<file path="src/rtl/gpio_pkg.sv">
// Register map and field widths shared by the GPIO input conditioner.
package gpio_pkg;
  localparam logic [7:0] ADDR_DATA    = 8'h00;
  localparam logic [7:0] ADDR_RISE_EN = 8'h04;
  localparam logic [7:0] ADDR_FALL_EN = 8'h08;
  localparam logic [7:0] ADDR_IRQ_EN  = 8'h0C;
  localparam logic [7:0] ADDR_STATUS  = 8'h10;
  localparam logic [7:0] ADDR_DIV     = 8'h14;
  localparam int         DIV_W        = 16;
endpackage

</file>
<file path="src/rtl/gpio_debounce_bit.sv">
// One GPIO bit: 2-flop synchronizer, tick-gated debounce counter and clean level.
module gpio_debounce_bit #(
  parameter int STABLE = 4
) (
  input  logic clk,
  input  logic rst_n,
  input  logic pin_i,
  input  logic tick_i,
  output logic clean_o,
  output logic rise_o,
  output logic fall_o
);
  localparam int CW = $clog2(STABLE);

  logic          meta_q, sync_q, clean_q, clean_d, accept;
  logic [CW-1:0] dcnt_q, dcnt_d;

  // A new level is taken on the STABLE-th consecutive differing tick.
  assign accept = tick_i && (sync_q != clean_q) && (dcnt_q == CW'(STABLE - 1));

  always_comb begin
    dcnt_d  = dcnt_q;
    clean_d = clean_q;
    if (tick_i) begin
      if (sync_q == clean_q) begin
        dcnt_d = '0;
      end else if (accept) begin
        clean_d = sync_q;
        dcnt_d  = '0;
      end else begin
        dcnt_d = dcnt_q + 1'b1;
      end
    end
  end

  always_ff @(posedge clk or negedge rst_n) begin
    if (!rst_n) begin
      meta_q  <= 1'b0;
      sync_q  <= 1'b0;
      clean_q <= 1'b0;
      dcnt_q  <= '0;
    end else begin
      meta_q  <= pin_i;
      sync_q  <= meta_q;
      clean_q <= clean_d;
      dcnt_q  <= dcnt_d;
    end
  end

  assign clean_o = clean_q;
  assign rise_o  = accept &  sync_q;
  assign fall_o  = accept & ~sync_q;
endmodule

</file>
<file path="src/rtl/gpio_in_conditioner.sv">
// GPIO input stage: prescaled per-bit debounce, edge capture into W1C STATUS, level irq.
module gpio_in_conditioner
  import gpio_pkg::*;
#(
  parameter int WIDTH     = 32,
  parameter int STABLE    = 4,
  parameter int DIV_RESET = 0
) (
  input  logic             clk,
  input  logic             rst_n,
  input  logic [WIDTH-1:0] gpio_pin_i,
  input  logic             wr_en_i,
  input  logic             rd_en_i,
  input  logic [7:0]       addr_i,
  input  logic [31:0]      wdata_i,
  output logic [31:0]      rdata_o,
  output logic [WIDTH-1:0] gpio_clean_o,
  output logic             irq_o
);
  logic [DIV_W-1:0] div_q, cnt_q, cnt_d;
  logic [WIDTH-1:0] rise_en_q, fall_en_q, irq_en_q, status_q, status_d;
  logic [WIDTH-1:0] clean, rise, fall, clr;
  logic             tick, irq_q;
  logic             wr_rise, wr_fall, wr_irq, wr_stat, wr_div;

  assign wr_rise = wr_en_i && (addr_i == ADDR_RISE_EN);
  assign wr_fall = wr_en_i && (addr_i == ADDR_FALL_EN);
  assign wr_irq  = wr_en_i && (addr_i == ADDR_IRQ_EN);
  assign wr_stat = wr_en_i && (addr_i == ADDR_STATUS);
  assign wr_div  = wr_en_i && (addr_i == ADDR_DIV);

  // Writing DIV restarts the prescaler so the new period starts cleanly.
  assign tick  = (cnt_q == div_q);
  assign cnt_d = (wr_div || tick) ? '0 : cnt_q + 1'b1;

  for (genvar i = 0; i < WIDTH; i++) begin : g_bit
    gpio_debounce_bit #(.STABLE(STABLE)) u_db (
      .clk    (clk),
      .rst_n  (rst_n),
      .pin_i  (gpio_pin_i[i]),
      .tick_i (tick),
      .clean_o(clean[i]),
      .rise_o (rise[i]),
      .fall_o (fall[i])
    );
  end

  // Same-cycle capture beats the W1C clear.
  assign clr      = wr_stat ? wdata_i[WIDTH-1:0] : '0;
  assign status_d = (status_q & ~clr) | (rise & rise_en_q) | (fall & fall_en_q);

  always_ff @(posedge clk or negedge rst_n) begin
    if (!rst_n) begin
      div_q     <= DIV_W'(DIV_RESET);
      cnt_q     <= '0;
      rise_en_q <= '0;
      fall_en_q <= '0;
      irq_en_q  <= '0;
      status_q  <= '0;
      irq_q     <= 1'b0;
    end else begin
      cnt_q    <= cnt_d;
      status_q <= status_d;
      irq_q    <= |(status_q & irq_en_q);
      if (wr_div)  div_q     <= wdata_i[DIV_W-1:0];
      if (wr_rise) rise_en_q <= wdata_i[WIDTH-1:0];
      if (wr_fall) fall_en_q <= wdata_i[WIDTH-1:0];
      if (wr_irq)  irq_en_q  <= wdata_i[WIDTH-1:0];
    end
  end

  always_comb begin
    rdata_o = '0;
    if (rd_en_i) begin
      case (addr_i)
        ADDR_DATA:    rdata_o = 32'(clean);
        ADDR_RISE_EN: rdata_o = 32'(rise_en_q);
        ADDR_FALL_EN: rdata_o = 32'(fall_en_q);
        ADDR_IRQ_EN:  rdata_o = 32'(irq_en_q);
        ADDR_STATUS:  rdata_o = 32'(status_q);
        ADDR_DIV:     rdata_o = 32'(div_q);
        default:      rdata_o = '0;
      endcase
    end
  end

  assign gpio_clean_o = clean;
  assign irq_o        = irq_q;
endmodule
</file>
<file path="config.mk">
export PLATFORM = sky130hd
export DESIGN_NAME = gpio_in_conditioner
export DESIGN_NICKNAME = d
export VERILOG_FILES = /design/src/rtl/gpio_pkg.sv /design/src/rtl/gpio_debounce_bit.sv /design/src/rtl/gpio_in_conditioner.sv
export SDC_FILE = /design/constraint.sdc
export NUM_CORES = 1
export LEC_CHECK = 0
export CELL_PAD_IN_SITES_DETAIL_PLACEMENT = 1
export CELL_PAD_IN_SITES_GLOBAL_PLACEMENT = 1
export CORE_AREA = 2 2 157 197
export DETAILED_ROUTE_END_ITERATION = 6
export DIE_AREA = 0 0 159 199
export PLACE_DENSITY = 0.92
export REMOVE_ABC_BUFFERS = 1
export SETUP_SLACK_MARGIN = 0.2
export SYNTH_ARGS = -nofsm -noshare
export SYNTH_HDL_FRONTEND = slang
export SYNTH_HIERARCHICAL = 1
export SYNTH_SLANG_ARGS = --single-unit
</file>
<file path="constraint.sdc">
create_clock -name clk -period 5.35 [get_ports clk]
set_input_delay 1.3375 -clock clk [delete_from_list [all_inputs] [get_ports clk]]
set_output_delay 1.3375 -clock clk [all_outputs]
set_load 0.02 [all_outputs]
</file>
; Word level (Yosys, flattened, before mapping)
; Cells that the tools add are included.
[totals]
reg_bits = 321
word_cells = 577
out_inout_bits = 65
[classes]
eq_ne = 102
n_reduce_logical = 104
n_bitwise = 135
mux = 68
add_sub_neg = 33
[ops]
columns = op, n
row1 = case mux 32 bit (6 select lines), 1
row2 = bitwise AND 32 bit, 4
row3 = 2-to-1 mux 2 bit, 64
row4 = AND reduction 3 bit, 32
row5 = logical AND 1 bit, 69
row6 = adder 2 x 1 -> 2 bit (second input constant), 32
row7 = bitwise AND 1 bit, 64
row8 = == test 2 bit (second input constant), 32
row9 = 2-to-1 mux 32 bit, 2
row10 = inverter 1 bit, 64
row11 = OR 32 bit, 2
row12 = == test 1 bit, 32
row13 = != test 1 bit, 32
row14 = inverter 32 bit, 1
row15 = OR reduction 32 bit, 1
row16 = adder 16 x 1 -> 16 bit (second input constant), 1
row17 = == test 16 bit, 1
row18 = == test 8 x 4 -> 1 bit (second input constant), 2
row19 = == test 8 x 5 -> 1 bit (second input constant), 2
row20 = 2-to-1 mux 16 bit, 1
row21 = == test 8 x 3 -> 1 bit (second input constant), 1
row22 = logical NOT 8 bit, 1
row23 = logical OR 1 bit, 1

; Logic depth before layout (Yosys ltp)
[depth]
word_depth = 7
depth_mapped = 8
ltp_nobuf = 6

; By module
; The synthesis kept the hierarchy.
[by_module_without_submodules]
columns = mod, area_each_um2, cells_per_inst, instances
row1 = gpio_in_conditioner, 8334.2, 622, 1
row2 = gpio_debounce_bit, 209.0, 17, 32

; Worst setup path after synthesis
; Ideal clock, no wire load.
[synth_path]
kind = input port to output port
start = in addr_i[2]
end = out rdata_o[20]
arrival_ps = 2800
t_required_ps = 4013
n_path_buf = 3
slack_ps = 1212
cell_stages = 6
cell_sequence = buf_4 buf_2 buf_1 mux2_2 a222oi_1 nor2_1
[synth_via]
elab_chain_len = 3
elab_cells_between_ends = 8
[synth_rtl]
columns = item, line
row1 = start: declaration, gpio_in_conditioner.sv:14  ; input logic [7:0] addr_i,
row2 = == test 8 x 5 -> 1 bit (tied with other cells), gpio_in_conditioner.sv:75  ; case (addr_i)
row3 = case mux 32 bit (6 select lines) (*), gpio_in_conditioner.sv:75
row4 = 2-to-1 mux 32 bit (*), gpio_in_conditioner.sv:74  ; if (rd_en_i) begin
row5 = end: declaration, gpio_in_conditioner.sv:16  ; output logic [31:0] rdata_o,
; Mark *: on every way between the ends. The rest lies on a longest branch, timed or not.

; Final worst setup path
[layout_path]
start = in addr_i[5]
end = out rdata_o[13]
; Same word-level chain as after synthesis.

==> results.py <==
metrics = {
    "worst_setup_path": {
        "critical_path_class": "primary input to primary output",
        "worstPathMaxFanout": 4,
        "worstSetupEndpointType": "primary output",
        "crit_arrival_ps": 3670,
        "critPathRequiredTime_ps": 4010,
        "cp-start-kind": "primary input",
    },
    "sta": {
        "worst_slack_ps": 340,
        "worst_pin_slew_ps": 1140,
        "clock.fmax_ghz": 0.200,
        "finalCritPeriodShare_pct": 93.6,
        "setup_violations": 0,
        "slew-limit-headroom_pct": 24.0,
        "whs_ps": 348,
        "hold_violations": 0,
        "skew_ps": 17.6,
        "final.min_clock_period_ps": 5010,
        "rsz0062_at_grt": "no",
        "maxSlewViolCount": 0,
    },
    "synth": {
        "netlist_area_um2": 15000,
        "synth_edf_count": 0,
        "ys.flop_type": "dfrtp_1",
        "syn-instance-count": 1166,
        "ys_ff_latch": 321,
        "synth_top_area_cell": "dfrtp_1",
        "synth_top_area_share_pct": 53.5,
        "synthTopCellsByCount": "dfrtp_1, mux2_2, nand2_1",
        "yosysWarnings": 6,
        "ys_types": 42,
        "async_reset_ff_share_pct": 100,
        "synth_seq_area_share_pct": 53.5,
        "synth.avg_cell_area_um2": 12.9,
        "ys_top_cells_by_area": "dfrtp_1, mux2_2, xnor2_1",
        "synth_most_common_cell": "dfrtp_1",
    },
    "global_routing": {
        "grt_pass1_vias": 12700,
        "grt.overflow.total": 0,
        "grt_max_degree": 110,
        "gr-max-usage-layer": "met2",
        "grt_first_pass_wirelength_um": 76100,
        "globalRouteMet3Util_pct": 6.07,
        "gr-usage-all-layers_pct": 31.3,
        "met2_usage_pct": 54.4,
        "grtUsageMet1_pct": 35.6,
        "antenna_found_initial": 4,
    },
    "clocking": {
        "postCtsSetupRepairBufs": 0,
        "root_buffer": "clkbuf_16",
        "h-tree-depth": 2,
        "cts_resized": 0,
        "cts_tree": "yes",
        "cts-hold-fix-buffers": 0,
        "worstSkewPairLatency_ps": 530,
        "clockBufferDepth": 3,
        "clk_pin_slew_ps": 50,
        "cts_buffers": 34,
        "clkSinkCount": 321,
    },
    "route": {
        "postRouteAntennaNets": 0,
        "dr.pass1.iters": 7,
        "wl_per_cell_um": 28.0,
        "first_iter_violations": 821,
        "vias": 11200,
        "drt_wl_total_um": 49200,
        "drc": 0,
        "viasPerCell": 6.39,
    },
    "flow_run": {
        "maxCapViolations": 0,
    },
    "worst_hold_path": {
        "min_path_type": "flop to flop",
    },
    "place": {
        "port_buffers": 140,
        "dp_hpwl_um": 30300,
        "dp_slack_ps": 313,
        "gp_congestion": 0.861,
    },
    "outcome": {
        "status": "finished clean",
    },
    "floorplanning": {
        "start_util_pct": 50.3,
        "rows": 71,
        "core_um2": 29800,
        "pin_count": 141,
        "die_h_um": 199,
        "die_x_um": 159,
        "dieArea_um2": 31600,
    },
    "final_layout": {
        "num-nets-final": 1441,
        "area_growth_pct": 20.6,
        "drive_above_1_share_pct": 23.0,
    },
    "pwr": {
        "p_per_area_nw_per_um2": 410,
        "p_leak_nw": 7.83,
        "peakVddDrop_uv": 212,
    },
}
registers in the layout, summed over array words and instances (netlist names):
| name | count |
|---|---|
| cnt_q | 16 |
| rise_en_q | 32 |
| g_bit.u_db/clean_o | 32 |
| fall_en_q | 32 |
| div_q | 16 |
| irq_en_q | 32 |
| g_bit.u_db/meta_q | 32 |
| irq_o | 1 |
| status_q | 32 |
| g_bit.u_db/dcnt_q | 64 |
| g_bit.u_db/sync_q | 32 |
stage by stage:
step / utilization [%] / instance area (um^2) / total power [W] / instances / TNS (ps)
final: 60.7 / 18100 / 0.00743 / 1757 / 0
after global placement: 56.9 / 17000 / 0.00476 / 1694 / 0
after global routing: 60.7 / 18100 / 0.00773 / 1757 / 0
after detailed placement: 56.9 / 17000 / 0.00498 / 1694 / 0
after CTS: 60.6 / 18100 / 0.00744 / 1752 / 0
after floorplan: - / 14800 / 0.00425 / 1125 / -399250
final cells by class:
cell class                      instances  area (um^2)
Multi-Input combinational cell        739         6530
Clock buffer                           52         1060
Clock inverter                          6         30.0
Inverter                               65          244
Tap cell                              401          502
Sequential cell                       321         8030
Fill cell                            2960        11700
Timing Repair Buffer                  171         1710
Antenna cell                            2         5.00
routing by layer:
layer	share of wire, %	up-vias	routed length, um
met5	0.055	-	27
met4	5.9	4	2910
met3	6.0	198	2950
met2	51	510	25200
met1	37	5866	18000
li1	-	4650	-
worst paths after layout:
path / from / to / slack (ps) / cells past startpoint
max in group asynchronous: rst_n / g_bit[29].u_db/meta_q / 3480 / 2
setup reg to reg: cnt_q[10] / status_q[8] / 2020 / 7
hold reg to reg: g_bit[13].u_db/meta_q / g_bit[13].u_db/sync_q / 350 / 0
hold / removal: g_bit[13].u_db/meta_q / g_bit[13].u_db/sync_q / 350 / 0
min in group asynchronous: rst_n / g_bit[8].u_db/meta_q / 860 / 1
setup / recovery: addr_i[5] / rdata_o[13] / 340 / 8
layout by cell type (no fill, tap or decap), drive strengths merged, types with 4 or more instances in the layout:
cell type / n
clkinv: 6
nor3: 18
nor4: 7
inv: 65
nand4: 13
buf: 33
o22ai: 64
xor2: 4
a22o: 16
clkbuf: 52
a21boi: 32
nor2b: 18
nand2: 71
a221o: 32
or3b: 32
ha: 33
clkdlybuf4s50: 138
a22oi: 32
mux4: 16
nor3b: 65
nor2: 19
xnor2: 57
mux2: 176
a222oi: 16
dfrtp: 321
or3: 4
nand3: 6
where the power goes:
part | switching, W | total, W | internal [W]
clock | 0.000988 | 0.00235 | 0.00137
sequential | 0.000473 | 0.00331 | 0.00284
combinational | 0.000932 | 0.00176 | 0.000832
worst max-delay path, cell delays in order:
cell	delay, ps
clkdlybuf4s50_1	420
or3_4	450
nor2_4	230
buf_12	150
buf_4	140
a22oi_1	110
nor2b_1	170
clkdlybuf4s50_1	660
kinds of logic (layout without fill, tap and decap cells):
logic type	after synthesis	in the layout	synth area share (%)
AOI/OAI and AO/OA	194	194	10.9
xor gates and xnor gates	61	61	3.56
buffers and inverters	106	294	3.13
other	0	2	0
adders and majority gates	33	33	2.75
DFF	321	321	53.5
and+or+nand+nor	259	259	10.6
muxes	192	192	15.6
(Power assumes the default switching activity.)
